[config.mk]
export PLATFORM = sky130hd
export DESIGN_NAME = timer_run_ctrl
export DESIGN_NICKNAME = d
export VERILOG_FILES = /design/src/rtl/timer_run_ctrl.sv
export SDC_FILE = /design/constraint.sdc
export NUM_CORES = 1
export LEC_CHECK = 0
export CAP_MARGIN = 20
export CORE_MARGIN = 2
export CORE_UTILIZATION = 40
export CTS_CLUSTER_DIAMETER = 120
export CTS_CLUSTER_SIZE = 14
export DETAILED_ROUTE_END_ITERATION = 16
export REMOVE_ABC_BUFFERS = 1
export SLEW_MARGIN = 20
export SYNTH_ARGS = -nofsm -noshare
export SYNTH_HDL_FRONTEND = slang
export SYNTH_SLANG_ARGS = --single-unit
[constraint.sdc]
create_clock -name clk -period 1.7 [get_ports clk]
set_input_delay 0.255 -clock clk [delete_from_list [all_inputs] [get_ports clk]]
set_output_delay 0.255 -clock clk [all_outputs]
set_load 0.05 [all_outputs]
[src/rtl/timer_run_ctrl.sv]
// ---------------------------------------------------------------------------
// timer_run_ctrl_debounce
//   Per-button input path: 2-FF synchronizer, stable-sample debouncer and a
//   registered one-cycle press pulse on each accepted 0->1 transition.
//
//   clk    in  system clock
//   rst    in  asynchronous active-low reset
//   btn    in  raw active-high button, asynchronous to clk
//   press  out one-cycle pulse per accepted press (releases give nothing)
// ---------------------------------------------------------------------------
module timer_run_ctrl_debounce #(
    parameter int DEBOUNCE_CYCLES = 1000000
) (
    input  logic clk,
    input  logic rst,
    input  logic btn,
    output logic press
);
    localparam int CW = $clog2(DEBOUNCE_CYCLES);

    logic [1:0]    sync;      // sync[1] is the synchronized sample
    logic [1:0]    sync_vld;  // marks when sync[1] holds a real button sample
    logic [CW-1:0] cnt;
    logic          level;     // accepted (debounced) level
    logic          level_d;
    logic          armed;     // button has been seen released since reset

    // NOTE: every register here uses non-blocking assignment so all of them
    // sample the pre-edge values of each other, exactly like the hardware.
    always_ff @(posedge clk or negedge rst) begin
        if (!rst) begin
            sync     <= '0;
            sync_vld <= '0;
            cnt      <= '0;
            level    <= 1'b0;
            level_d  <= 1'b0;
            armed    <= 1'b0;
            press    <= 1'b0;
        end else begin
            sync     <= {sync[0], btn};
            sync_vld <= {sync_vld[0], 1'b1};
            level_d  <= level;

            // A button held through reset must not yield a press: pulses are
            // only allowed once a genuine low sample has been observed.
            if (sync_vld[1] && !sync[1])
                armed <= 1'b1;

            press <= level & ~level_d & armed;

            if (sync[1] == level) begin
                cnt <= '0;
            end else if (cnt == CW'(DEBOUNCE_CYCLES - 1)) begin
                // This is the DEBOUNCE_CYCLES-th consecutive differing sample.
                level <= ~level;
                cnt   <= '0;
            end else begin
                cnt <= cnt + CW'(1);
            end
        end
    end
endmodule

// ---------------------------------------------------------------------------
// timer_run_ctrl
//   Stopwatch control sequencer: debounces the start/stop and reset/lap
//   buttons and runs an IDLE/RUN/PAUSE/LAP/FULL state machine that drives the
//   mm:ss counter with a one-second enable, a clear pulse and a display hold.
//
//   clk       in  system clock
//   rst       in  asynchronous active-low reset
//   btn_ss    in  raw start/stop button
//   btn_rl    in  raw reset/lap button
//   at_max    in  datapath is at 59:59 (looked at only on tick cycles)
//   count_en  out one-cycle pulse: advance the counter by one second
//   clr       out one-cycle pulse: zero the counter
//   hold      out freeze the displayed value (LAP)
//   running   out high in RUN and LAP
//   state     out IDLE=0, RUN=1, PAUSE=2, LAP=3, FULL=4
// ---------------------------------------------------------------------------
module timer_run_ctrl #(
    parameter int DEBOUNCE_CYCLES = 1000000,
    parameter int TICK_DIV        = 100000000
) (
    input  logic       clk,
    input  logic       rst,
    input  logic       btn_ss,
    input  logic       btn_rl,
    input  logic       at_max,
    output logic       count_en,
    output logic       clr,
    output logic       hold,
    output logic       running,
    output logic [2:0] state
);
    localparam int TW = $clog2(TICK_DIV);

    typedef enum logic [2:0] {
        S_IDLE  = 3'd0,
        S_RUN   = 3'd1,
        S_PAUSE = 3'd2,
        S_LAP   = 3'd3,
        S_FULL  = 3'd4
    } state_t;

    state_t        cur, nxt;
    logic          ss_press, rl_press;
    logic          active, tick;
    logic          nxt_ce, nxt_clr;
    logic [TW-1:0] tick_cnt;

    timer_run_ctrl_debounce #(.DEBOUNCE_CYCLES(DEBOUNCE_CYCLES)) u_db_ss (
        .clk(clk), .rst(rst), .btn(btn_ss), .press(ss_press)
    );
    timer_run_ctrl_debounce #(.DEBOUNCE_CYCLES(DEBOUNCE_CYCLES)) u_db_rl (
        .clk(clk), .rst(rst), .btn(btn_rl), .press(rl_press)
    );

    assign active = (cur == S_RUN) || (cur == S_LAP);
    assign tick   = active && (tick_cnt == TW'(TICK_DIV - 1));
    assign state  = cur;

    // Next-state and pulse decode. ss beats rl; a tick that saturates beats
    // any press.
    always_comb begin
        // NOTE: defaults first so every path assigns every output and no
        // latch is inferred.
        nxt     = cur;
        nxt_ce  = 1'b0;
        nxt_clr = 1'b0;
        case (cur)
            S_IDLE: begin
                if (ss_press)
                    nxt = S_RUN;
                else if (rl_press)
                    nxt_clr = 1'b1;
            end
            S_RUN, S_LAP: begin
                if (tick && at_max) begin
                    nxt = S_FULL;
                end else begin
                    nxt_ce = tick;
                    if (ss_press)
                        nxt = S_PAUSE;
                    else if (rl_press)
                        nxt = (cur == S_RUN) ? S_LAP : S_RUN;
                end
            end
            S_PAUSE: begin
                if (ss_press) begin
                    nxt = S_RUN;
                end else if (rl_press) begin
                    nxt     = S_IDLE;
                    nxt_clr = 1'b1;
                end
            end
            S_FULL: begin
                if (rl_press) begin
                    nxt     = S_IDLE;
                    nxt_clr = 1'b1;
                end
            end
            default: nxt = S_IDLE;
        endcase
    end

    always_ff @(posedge clk or negedge rst) begin
        if (!rst) begin
            cur      <= S_IDLE;
            tick_cnt <= '0;
            count_en <= 1'b0;
            clr      <= 1'b0;
            hold     <= 1'b0;
            running  <= 1'b0;
        end else begin
            cur      <= nxt;
            count_en <= nxt_ce;
            clr      <= nxt_clr;
            hold     <= (nxt == S_LAP);
            running  <= (nxt == S_RUN) || (nxt == S_LAP);

            // Sub-second phase: reset when stopped, frozen in PAUSE so a
            // resume continues the interrupted second.
            if (cur == S_IDLE || cur == S_FULL)
                tick_cnt <= '0;
            else if (tick)
                tick_cnt <= '0;
            else if (active)
                tick_cnt <= tick_cnt + TW'(1);
        end
    end
endmodule

## Word level (Yosys, flattened, before mapping)

Index checks and enable logic that the tools add are counted.
Widths: inputs -> output; s select.

| word-level totals | value |
|---|---|
| register bits after elaboration | 90 |
| bits of input ports | 5 |
| output and inout bits | 7 |
| word-level logic and storage cells | 79 |

| cells by class | value |
|---|---|
| add/subtract/negate cells | 3 |
| equality and inequality tests | 11 |
| mux-type cells | 20 |
| bitwise logic cells | 10 |
| reduce and logical (&&, ||, !) cells | 15 |

Operator list:

| kind | count |
|---|---|
| $mux 27 | 3 |
| $mux 20 | 4 |
| $add 20x1->20 const B | 2 |
| $eq 20x20->1 const B | 2 |
| $add 27x1->27 const B | 1 |
| $eq 27x27->1 const B | 1 |
| $mux 3 | 6 |
| $pmux 3 s4 | 1 |
| $eq 3x2->1 const B | 3 |
| $eq 3x1->1 const B | 2 |
| $not 1->1 | 6 |
| $and 1x1->1 | 4 |
| $logic_and 1x1->1 | 4 |
| $mux 1 | 4 |
| $reduce_and 2->1 | 2 |
| $reduce_or 2->1 | 2 |
| $eq 3x3->1 const B | 1 |
| $logic_not 3->1 | 1 |
| $logic_or 1x1->1 | 3 |
| $reduce_bool 3->1 | 1 |
| $eq 1x1->1 | 2 |
| $logic_not 1->1 | 2 |
| $mux 2 | 1 |
| $pmux 1 s2 | 1 |

## Logic depth before layout (Yosys ltp)

Gate-level depths: netlist of the first run.

| logic depth | value |
|---|---|
| depth after elaboration | 8 |
| depth in mapped cells | 8 |
| mapped depth without buffers | 6 |

## By module

Synthesis of the first run repeated with hierarchy kept, for this count alone.

| unflattened totals | value |
|---|---|
| cells, all modules | 443 |
| area total of the unflattened synthesis | 4459.3 µm² |

By module, submodules not included:

| module | instances | cells each | area an instance (µm²) | seq. area each (µm²) |
|---|---|---|---|---|
| timer_run_ctrl_debounce | 2 | 117 | 1263.7 | 700.7 |
| timer_run_ctrl | 1 | 209 | 1931.9 | 850.8 |

## Worst setup path after synthesis of the first run

No wires, ideal clock.

| timing | value |
|---|---|
| path type | reg-to-reg |
| start point | register cur[0], in the netlist state[0] |
| end point | register tick_cnt[17] |
| library setup time | 0.118 ns |
| arrival | 1.891 ns |
| required time | 1.582 ns |
| setup slack | -0.309 ns |
| cell stages (with the launch flop) | 8 |
| buffers on the path | 2 |
| clock period less this slack | 2.009 ns |
| path through | dfrtp_1 -> buf_6 -> mux2_4 -> buf_2 -> nor4_4 -> nand4_1 -> xor2_1 -> nor2_1 |

| on the way | value |
|---|---|
| longest elaborated chain between the ends | 5 |
| elaborated cells between the ends (all ways) | 10 |
| those cells by class | 3 x eq/ne; 2 x mux; 5 x reduce/logical |

RTL lines:

| item | line | source |
|---|---|---|
| from (decl) | 106 | `state_t cur, nxt;` |
| from (signal assigned) | 176 | `cur <= nxt;` |
| $eq 3x1->1 or $eq 3x2->1 (tied branches) | 119 | `assign active = (cur == S_RUN) \|\| (cur == S_LAP);` |
| $logic_or 1x1->1 | 119 |  |
| $logic_and 1x1->1 | 120 | `assign tick = active && (tick_cnt == TW'(TICK_DIV - 1));` |
| $mux 27 | 186 | `else if (tick)` |
| $mux 27 | 184 | `if (cur == S_IDLE \|\| cur == S_FULL)` |
| to (signal assigned) | 189 | `tick_cnt <= tick_cnt + TW'(1);` |
| to (decl) | 110 | `logic [TW-1:0] tick_cnt;` |

Parallel ways exist; a longest one is shown, timed or not.
A chain may end at the register's enable or synchronous reset.

## Worst setup path after layout of the first run

| timing | value |
|---|---|
| start point | register u_db_ss.cnt[0] |
| end point | register u_db_ss.cnt[11] |

| on the way | value |
|---|---|
| longest elaborated chain between the ends | 3 |
| elaborated cells between the ends (all ways) | 4 |
| those cells by class | 1 x add/sub; 1 x eq/ne; 2 x mux |

RTL lines:

| item | line | source |
|---|---|---|
| from (decl) | 23 | `logic [CW-1:0] cnt;` |
| from (signal assigned) | 58 | `cnt <= cnt + CW'(1);` |
| $add 20x1->20 or $eq 20x20->1 (tied branches) | 58, 53 |  |
| $mux 20 (*) | 53 | `end else if (cnt == CW'(DEBOUNCE_CYCLES - 1)) begin` |
| $mux 20 (*) | 51 | `if (sync[1] == level) begin` |

Every way passes the cells marked *; elsewhere a longest branch is shown, timed or not.

==> flow_summary.ini, run 1 <==
[global_routing]
grt_pass1_vias = 3405
grt_pass1_wl_um = 16000
gr-usage-all-layers_pct = 17.5
gr-total-overflow = 0
antenna_found_initial = 0
grt_max_degree = 38

[routing]
vias = 3370
dr.pass1.iters = 4
met2_wirelength_um = 5080
wl_met3_um = 310
wl_per_cell_um = 14.9
top_layer = met4
drt-total-wl_um = 9780
ant_nets = 0
drt-initial-drc-count = 104
routed_via_density = 5.13
drc = 0
wl_met1_um = 4280

[clocking]
path_clk_slew_ns = 0.09
cts_made_buffers = 9
clk_latency_ns = 0.35
cts_tree = built
cts.sinks = 88
clockBufferDepth = 2
cts-root-buf = clkbuf_8
htreeDepth = 3

[critical_path]
worstSetupEndpointType = flop
required_ns = 1.94
critPathBufInv = 2
crit_family = simple AND/OR/NAND/NOR gates
slowest_stage = dfrtp_1
cp_cell_sequence = ha_2 -> and4_4 -> nand2_4 -> nor4_4 -> buf_4 -> or2_4 -> clkbuf_16 -> nor2_2
crit_type = flop to flop
crit_fanout = 5
start_kind = flop
arrival_ns = 2.03
crit_path_max_incr_delay_ns = 0.36

[die]
core_um2 = 10300
die_h_um = 107
fp.dieArea_um2 = 11500
start_util_pct = 41.3
die_x_um = 107
rows = 37
ioPinCount = 12

[sta]
finalHoldViolCount = 0
finalCritPeriodShare_pct = 105
fmax_mhz = 561
rsz0062_at_grt = yes
fin_crit_ns = 1.78
setup_viol = 37
setup_slack_ns = -0.0825
finalMaxSlewViolations = 0
fin_skew_ns = 0.0129

[synthesis]
yosys.cell_types.count = 53
synth_area_um2 = 4260
async_flop_share_pct = 100
ys_ff_latch = 88
synthTopCellsByCount = 88 x dfrtp_1, 68 x nor2_1, 27 x xnor2_1, 27 x xor2_1, 26 x nand2_1
ys.flop_type = dfrtp_1
yosys-top-cells-area = dfrtp_1 52%, nor2_1 6.0%, xnor2_1 5.6%
synth-edff-count = 0
yosysMostFrequentCell = dfrtp_1
synth_warnings = 0
avgSynthCellArea_um2 = 10.5
ys_seq_area_share_pct = 51.7
yosys.area.top_type_share_pct = 51.7
syn_inst = 407
yosysTopAreaCell = dfrtp_1

[layout]
num_antenna_cells = 0
instances_no_fill = 657
multiInputGateArea_um2 = 2260
seqCellArea_um2 = 2200
drive_gt1_share_pct = 37.0
final_util_pct = 56.5
fillers = 888
area_growth_pct = 37.0
nets = 524

[outcome]
status = complete, but fails checks
violations = setup timing

[pwr]
p_per_area_nw_per_um2 = 651
peakVddDrop_uv = 576
p_leak_nw = 2.52
p_total_mw = 3.80

[placement]
io_buffer_count = 11
routabilityCongestion = 0.792
dpl.hpwl_um = 6290
dp.cells = 620
pre_cts_ws_ns = -0.151

[worst_hold_path]
hp-class = primary input to flop

[run]
maxCapViolations = 0
[worst paths after layout]
kind,start,to,slack [ns],cells after the start
hold / removal,btn_rl,u_db_rl.sync[0],0.34,1
setup / recovery,u_db_ss.cnt[0],u_db_ss.cnt[11],-0.08,8
setup reg to reg,u_db_ss.cnt[0],u_db_ss.cnt[11],-0.08,8
min in group asynchronous,rst,tick_cnt[5],0.35,2
hold reg to reg,u_db_ss.sync[0],u_db_ss.sync[1],0.35,0
max in group asynchronous,rst,u_db_rl.sync[1],0.87,3
[placed cells by master (no fill, tap or decap), types with 3 or more instances in the layout]
cell type        netlist  final
buf_4                  4     89
a31oi_1                3      3
nand3_2                2      4
and4_1                 9      5
nor2_4                 1     14
nor2_1                68     45
clkdlybuf4s50_1        0      3
clkbuf_8               0     11
nor2_2                 0     10
nand3b_1               4      4
nor4b_1                5      3
dfrtp_1               88     88
nand2_1               26     24
and3_1                 6      6
nand4_1               15     15
nand3_1               25     22
buf_6                  2      3
xnor2_1               27     27
nor4_2                 2      3
or2_4                  0      4
nor3_1                 8      6
a21oi_1                5      3
and4_4                 0      4
xor2_1                27     26
inv_1                 10     10
nor4_4                 4      5
ha_2                   0      3
nand2_2                2      3
buf_12                 0      7
or2_2                  5      3
o211ai_1               3      3
o21ai_0                6      4
nand2b_1               4      3
a21o_1                 3      3
[metrics by stage]
stage	hold WS (ns)	cell area, um^2	setup TNS [ns]
floorplan	-0.0406	4190	-8.45
global route	0.309	5840	-5.62
CTS	0.304	5480	-0.144
finish	0.337	5840	-1.56
global placement	0.180	5100	-2.02
detailed placement	0.182	5100	-5.63
[area by class of cell]
type | count | share of cell area (%)
clock inverters | 4 | 0.879
flip-flops and latches | 88 | 37.7
repair buffers | 106 | 16.4
clock buffers | 12 | 2.66
multi-input cells | 301 | 38.7
inverters | 10 | 0.643
well taps | 136 | 2.92
[timing repair]
| item | 4_1_cts | 5_1_grt |
|---|---|---|
| resized for setup | 22 | 60 |
| hold endpoints to repair | 19 | 0 |
| pin swaps | 10 | 28 |
| cloned | 2 | 3 |
| setup buffers | 6 | 9 |
| setup endpoints to repair | 67 | 68 |
| hold buffers | 1 | 0 |
[report_power, final]
part | total [mW] | internal [mW] | leakage, nW | switching, mW
combinational | 0.187 | 0.0824 | 1.22 | 0.104
sequential | 2.12 | 2.11 | 1.20 | 0.0115
clock | 1.49 | 0.764 | 0.103 | 0.730
total | 3.80 | 2.96 | 2.52 | 0.845
[registers in the layout, indices dropped and copies added (netlist names), 2 cells and up]
| name | flops |
|---|---|
| state | 3 |
| tick_cnt | 27 |
| u_db_rl.cnt | 20 |
| u_db_rl.sync | 2 |
| u_db_rl.sync_vld | 2 |
| u_db_ss.cnt | 20 |
| u_db_ss.sync | 2 |
[kinds of logic after synthesis]
| kind of cell | synth area share (%) |
|---|---|
| AOI/OAI and AO/OA | 5.64 |
| DFF | 51.7 |
| and+or+nand+nor | 26.9 |
| muxes | 1.20 |
| other | 0.0880 |
| xor gates and xnor gates | 11.1 |
| buffers and inverters | 2.47 |
| adders and majority gates | 0.881 |
[worst reg2reg max path: stages, from the launching register on]
cell and delay [ns]:
dfrtp_1 0.36, ha_2 0.19, and4_4 0.25, nand2_4 0.06
nor4_4 0.26, buf_4 0.16, or2_4 0.17, clkbuf_16 0.18
nor2_2 0.04
[layer usage]
metal / GRT usage [%] / up-vias
met2: 30.1 / 45
met1: 22.3 / 1672
met4: 3.90 / 0
li1: - / 1643
met3: 4.32 / 10
met5: 0 / -
No activity file was read; power rests on OpenSTA's default activity.
==> run 2: changes to the inputs <==
--- a/config.mk
+++ b/config.mk
@@ -6,7 +6,6 @@
 export NUM_CORES = 1
 export LEC_CHECK = 0
 export CAP_MARGIN = 20
-export CORE_MARGIN = 2
 export CORE_UTILIZATION = 40
 export CTS_CLUSTER_DIAMETER = 120
 export CTS_CLUSTER_SIZE = 14
==> run 2 against run 1 <==
The flow still finishes with violations (setup timing). Final area is 0.43% higher. Largest power group unchanged. Wire length is 5.3% lower. Critical endpoint is now u_db_ss.cnt[9]. Largest cell class unchanged. Clock power is 11% higher.
==> flow_summary.ini, run 2 (synthesis gave the netlist of run 1 again) <==
[layout]
largest_reg_flops = 27
drive_gt1_share_pct = 37.8
final_cell_mix = 86 x dfrtp_1, 81 x buf_4, 37 x nor2_1, 26 x xnor2_1, 26 x xor2_1
largest_registers = tick_cnt: 27 flops, u_db_rl.cnt: 20 flops, u_db_ss.cnt: 20 flops
final_common_cell = dfrtp_1
final_area_um2 = 5860
nets = 514
num_antenna_cells = 0
fillers = 888
area_growth_pct = 37.6
largest_register = tick_cnt

[routing]
drt-initial-drc-count = 126
dr.pass1.iters = 4
drt-total-wl_um = 9260
routed_via_density = 5.12
ant_nets = 0
drc = 0
wl_per_cell_um = 14.3
vias = 3314

[die]
die_h_um = 105
ioPinCount = 12
die_x_um = 105
fp.dieArea_um2 = 11100
start_util_pct = 41.3
rows = 37
core_um2 = 10300

[sta]
fmax_mhz = 571
setup_slack_ns = -0.0510
slew_headroom_pct = 66.3
finalCritPeriodShare_pct = 103
worst_pin_slew_ns = 0.506
tns_ns = -0.506
fin_crit_ns = 1.75
fin_skew_ns = 0.0162
setup_viol = 21
finalHoldViolCount = 0
finalMaxSlewViolations = 0
rsz0062_at_grt = yes

[global_routing]
grt.busiest_layer = met2
grt_pass1_vias = 3206
antenna_found_initial = 0
grt_max_degree = 43
grt_pass1_wl_um = 15000
gr-total-overflow = 0
grtUsageMet3_pct = 3.93
gr-usage-all-layers_pct = 17.1
globalRouteMet2Util_pct = 27.5
use_met1_pct = 22.8

[clocking]
clk_latency_ns = 0.37
cts_made_buffers = 9
htreeDepth = 3
cts.sinks = 88
cts-root-buf = clkbuf_8
path_clk_slew_ns = 0.10
clockBufferDepth = 2
cts_tree = built

[pwr]
peakVddDrop_uv = 670
p_per_area_nw_per_um2 = 675
p_leak_nw = 2.48

[critical_path]
reg2reg_setup_slack_ns = -0.05
crit_type = flop to flop
slowest_stage = dfrtp_1
required_ns = 1.95
crit_fanout = 5
cp_cell_sequence = ha_2 -> and4_4 -> nand2_4 -> nor4_4 -> buf_4 -> or2_4 -> clkbuf_16 -> nor2_2
worstSetupEndpointType = flop
arrival_ns = 2.00
start_kind = flop
crit_path_max_incr_delay_ns = 0.37

[placement]
io_buffer_count = 11
dpl.hpwl_um = 5990
routabilityCongestion = 0.772
dpl-instance-area_um2 = 5080

[outcome]
violations = setup timing
status = complete, but fails checks

[worst_hold_path]
hp-class = primary input to flop

[run]
maxCapViolations = 0
-- run 2: cell count changes in the layout (fill, tap and decap cells not counted), sizes merged --
cell    previous run  this run
buf              100        90
clkbuf            14        11
bufinv             1         2
inv               11        13
-- run 2: per-layer routing --
metal	part of all wire, %	vias to the layer above	wire [um]
met1	46	1650	4300
met4	1.1	0	102
li1	-	1627	-
met3	2.1	7	191
met5	0	-	0
met2	50	30	4660
-- run 2: report_power, final --
part / leakage, nW / internal [mW] / switching [mW]
combinational: 1.18 / 0.0828 / 0.108
clock: 0.111 / 0.841 / 0.804
sequential: 1.20 / 2.11 / 0.0110
-- run 2: cell type report --
type | instances | area (um^2) | share of cell area [%]
Tap cell | 136 | 170 | 2.90
Sequential cell | 88 | 2200 | 37.6
Multi-Input combinational cell | 301 | 2350 | 40.1
Inverter | 10 | 37.5 | 0.640
Timing Repair Buffer | 96 | 877 | 15.0
Clock inverter | 7 | 98.8 | 1.69
Clock buffer | 9 | 124 | 2.11
-- run 2: worst max-delay path: cells and delay by family, from the launching register on --
kind	cells	cell delay, ns
buffers and inverters	2	0.31
flip-flops	1	0.37
AND/OR/NAND/NOR	5	0.77
adder cells (fa/ha/maj)	1	0.18
-- run 2: what timing repair did --
action                     in CTS  in global routing
setup buffers                   1                  5
resized for setup              17                 92
cloned                          1                  3
setup endpoints to repair      65                 70
pin swaps                      14                 41
hold endpoints to repair       35                  0
hold buffers                    1                  0
-- run 2: per-stage QoR --
stage	hold WS (ns)	std cells	worst slack (ns)	util [%]	power, mW
4_1_cts	0.292	639	-0.0271	52.4	3.96
6_report	0.312	647	-0.0510	56.8	3.96
2_1_floorplan	-0.0406	398	-0.311	-	2.20
3_3_place_gp	0.258	620	-0.100	49.2	2.29
3_5_place_dp	0.267	620	-0.149	49.2	2.29
5_1_grt	0.295	647	-0.133	56.8	4.10
-- run 2: path summary, 6_finish.rpt --
kind                                  from              end  cells past startpoint
setup / recovery            u_db_ss.cnt[1]   u_db_ss.cnt[9]                      8
hold / removal                      btn_ss  u_db_ss.sync[0]                      1
setup reg to reg            u_db_ss.cnt[1]   u_db_ss.cnt[9]                      8
hold reg to reg            u_db_rl.sync[0]  u_db_rl.sync[1]                      0
max in group asynchronous              rst  u_db_rl.cnt[12]                      3
min in group asynchronous              rst     tick_cnt[26]                      2
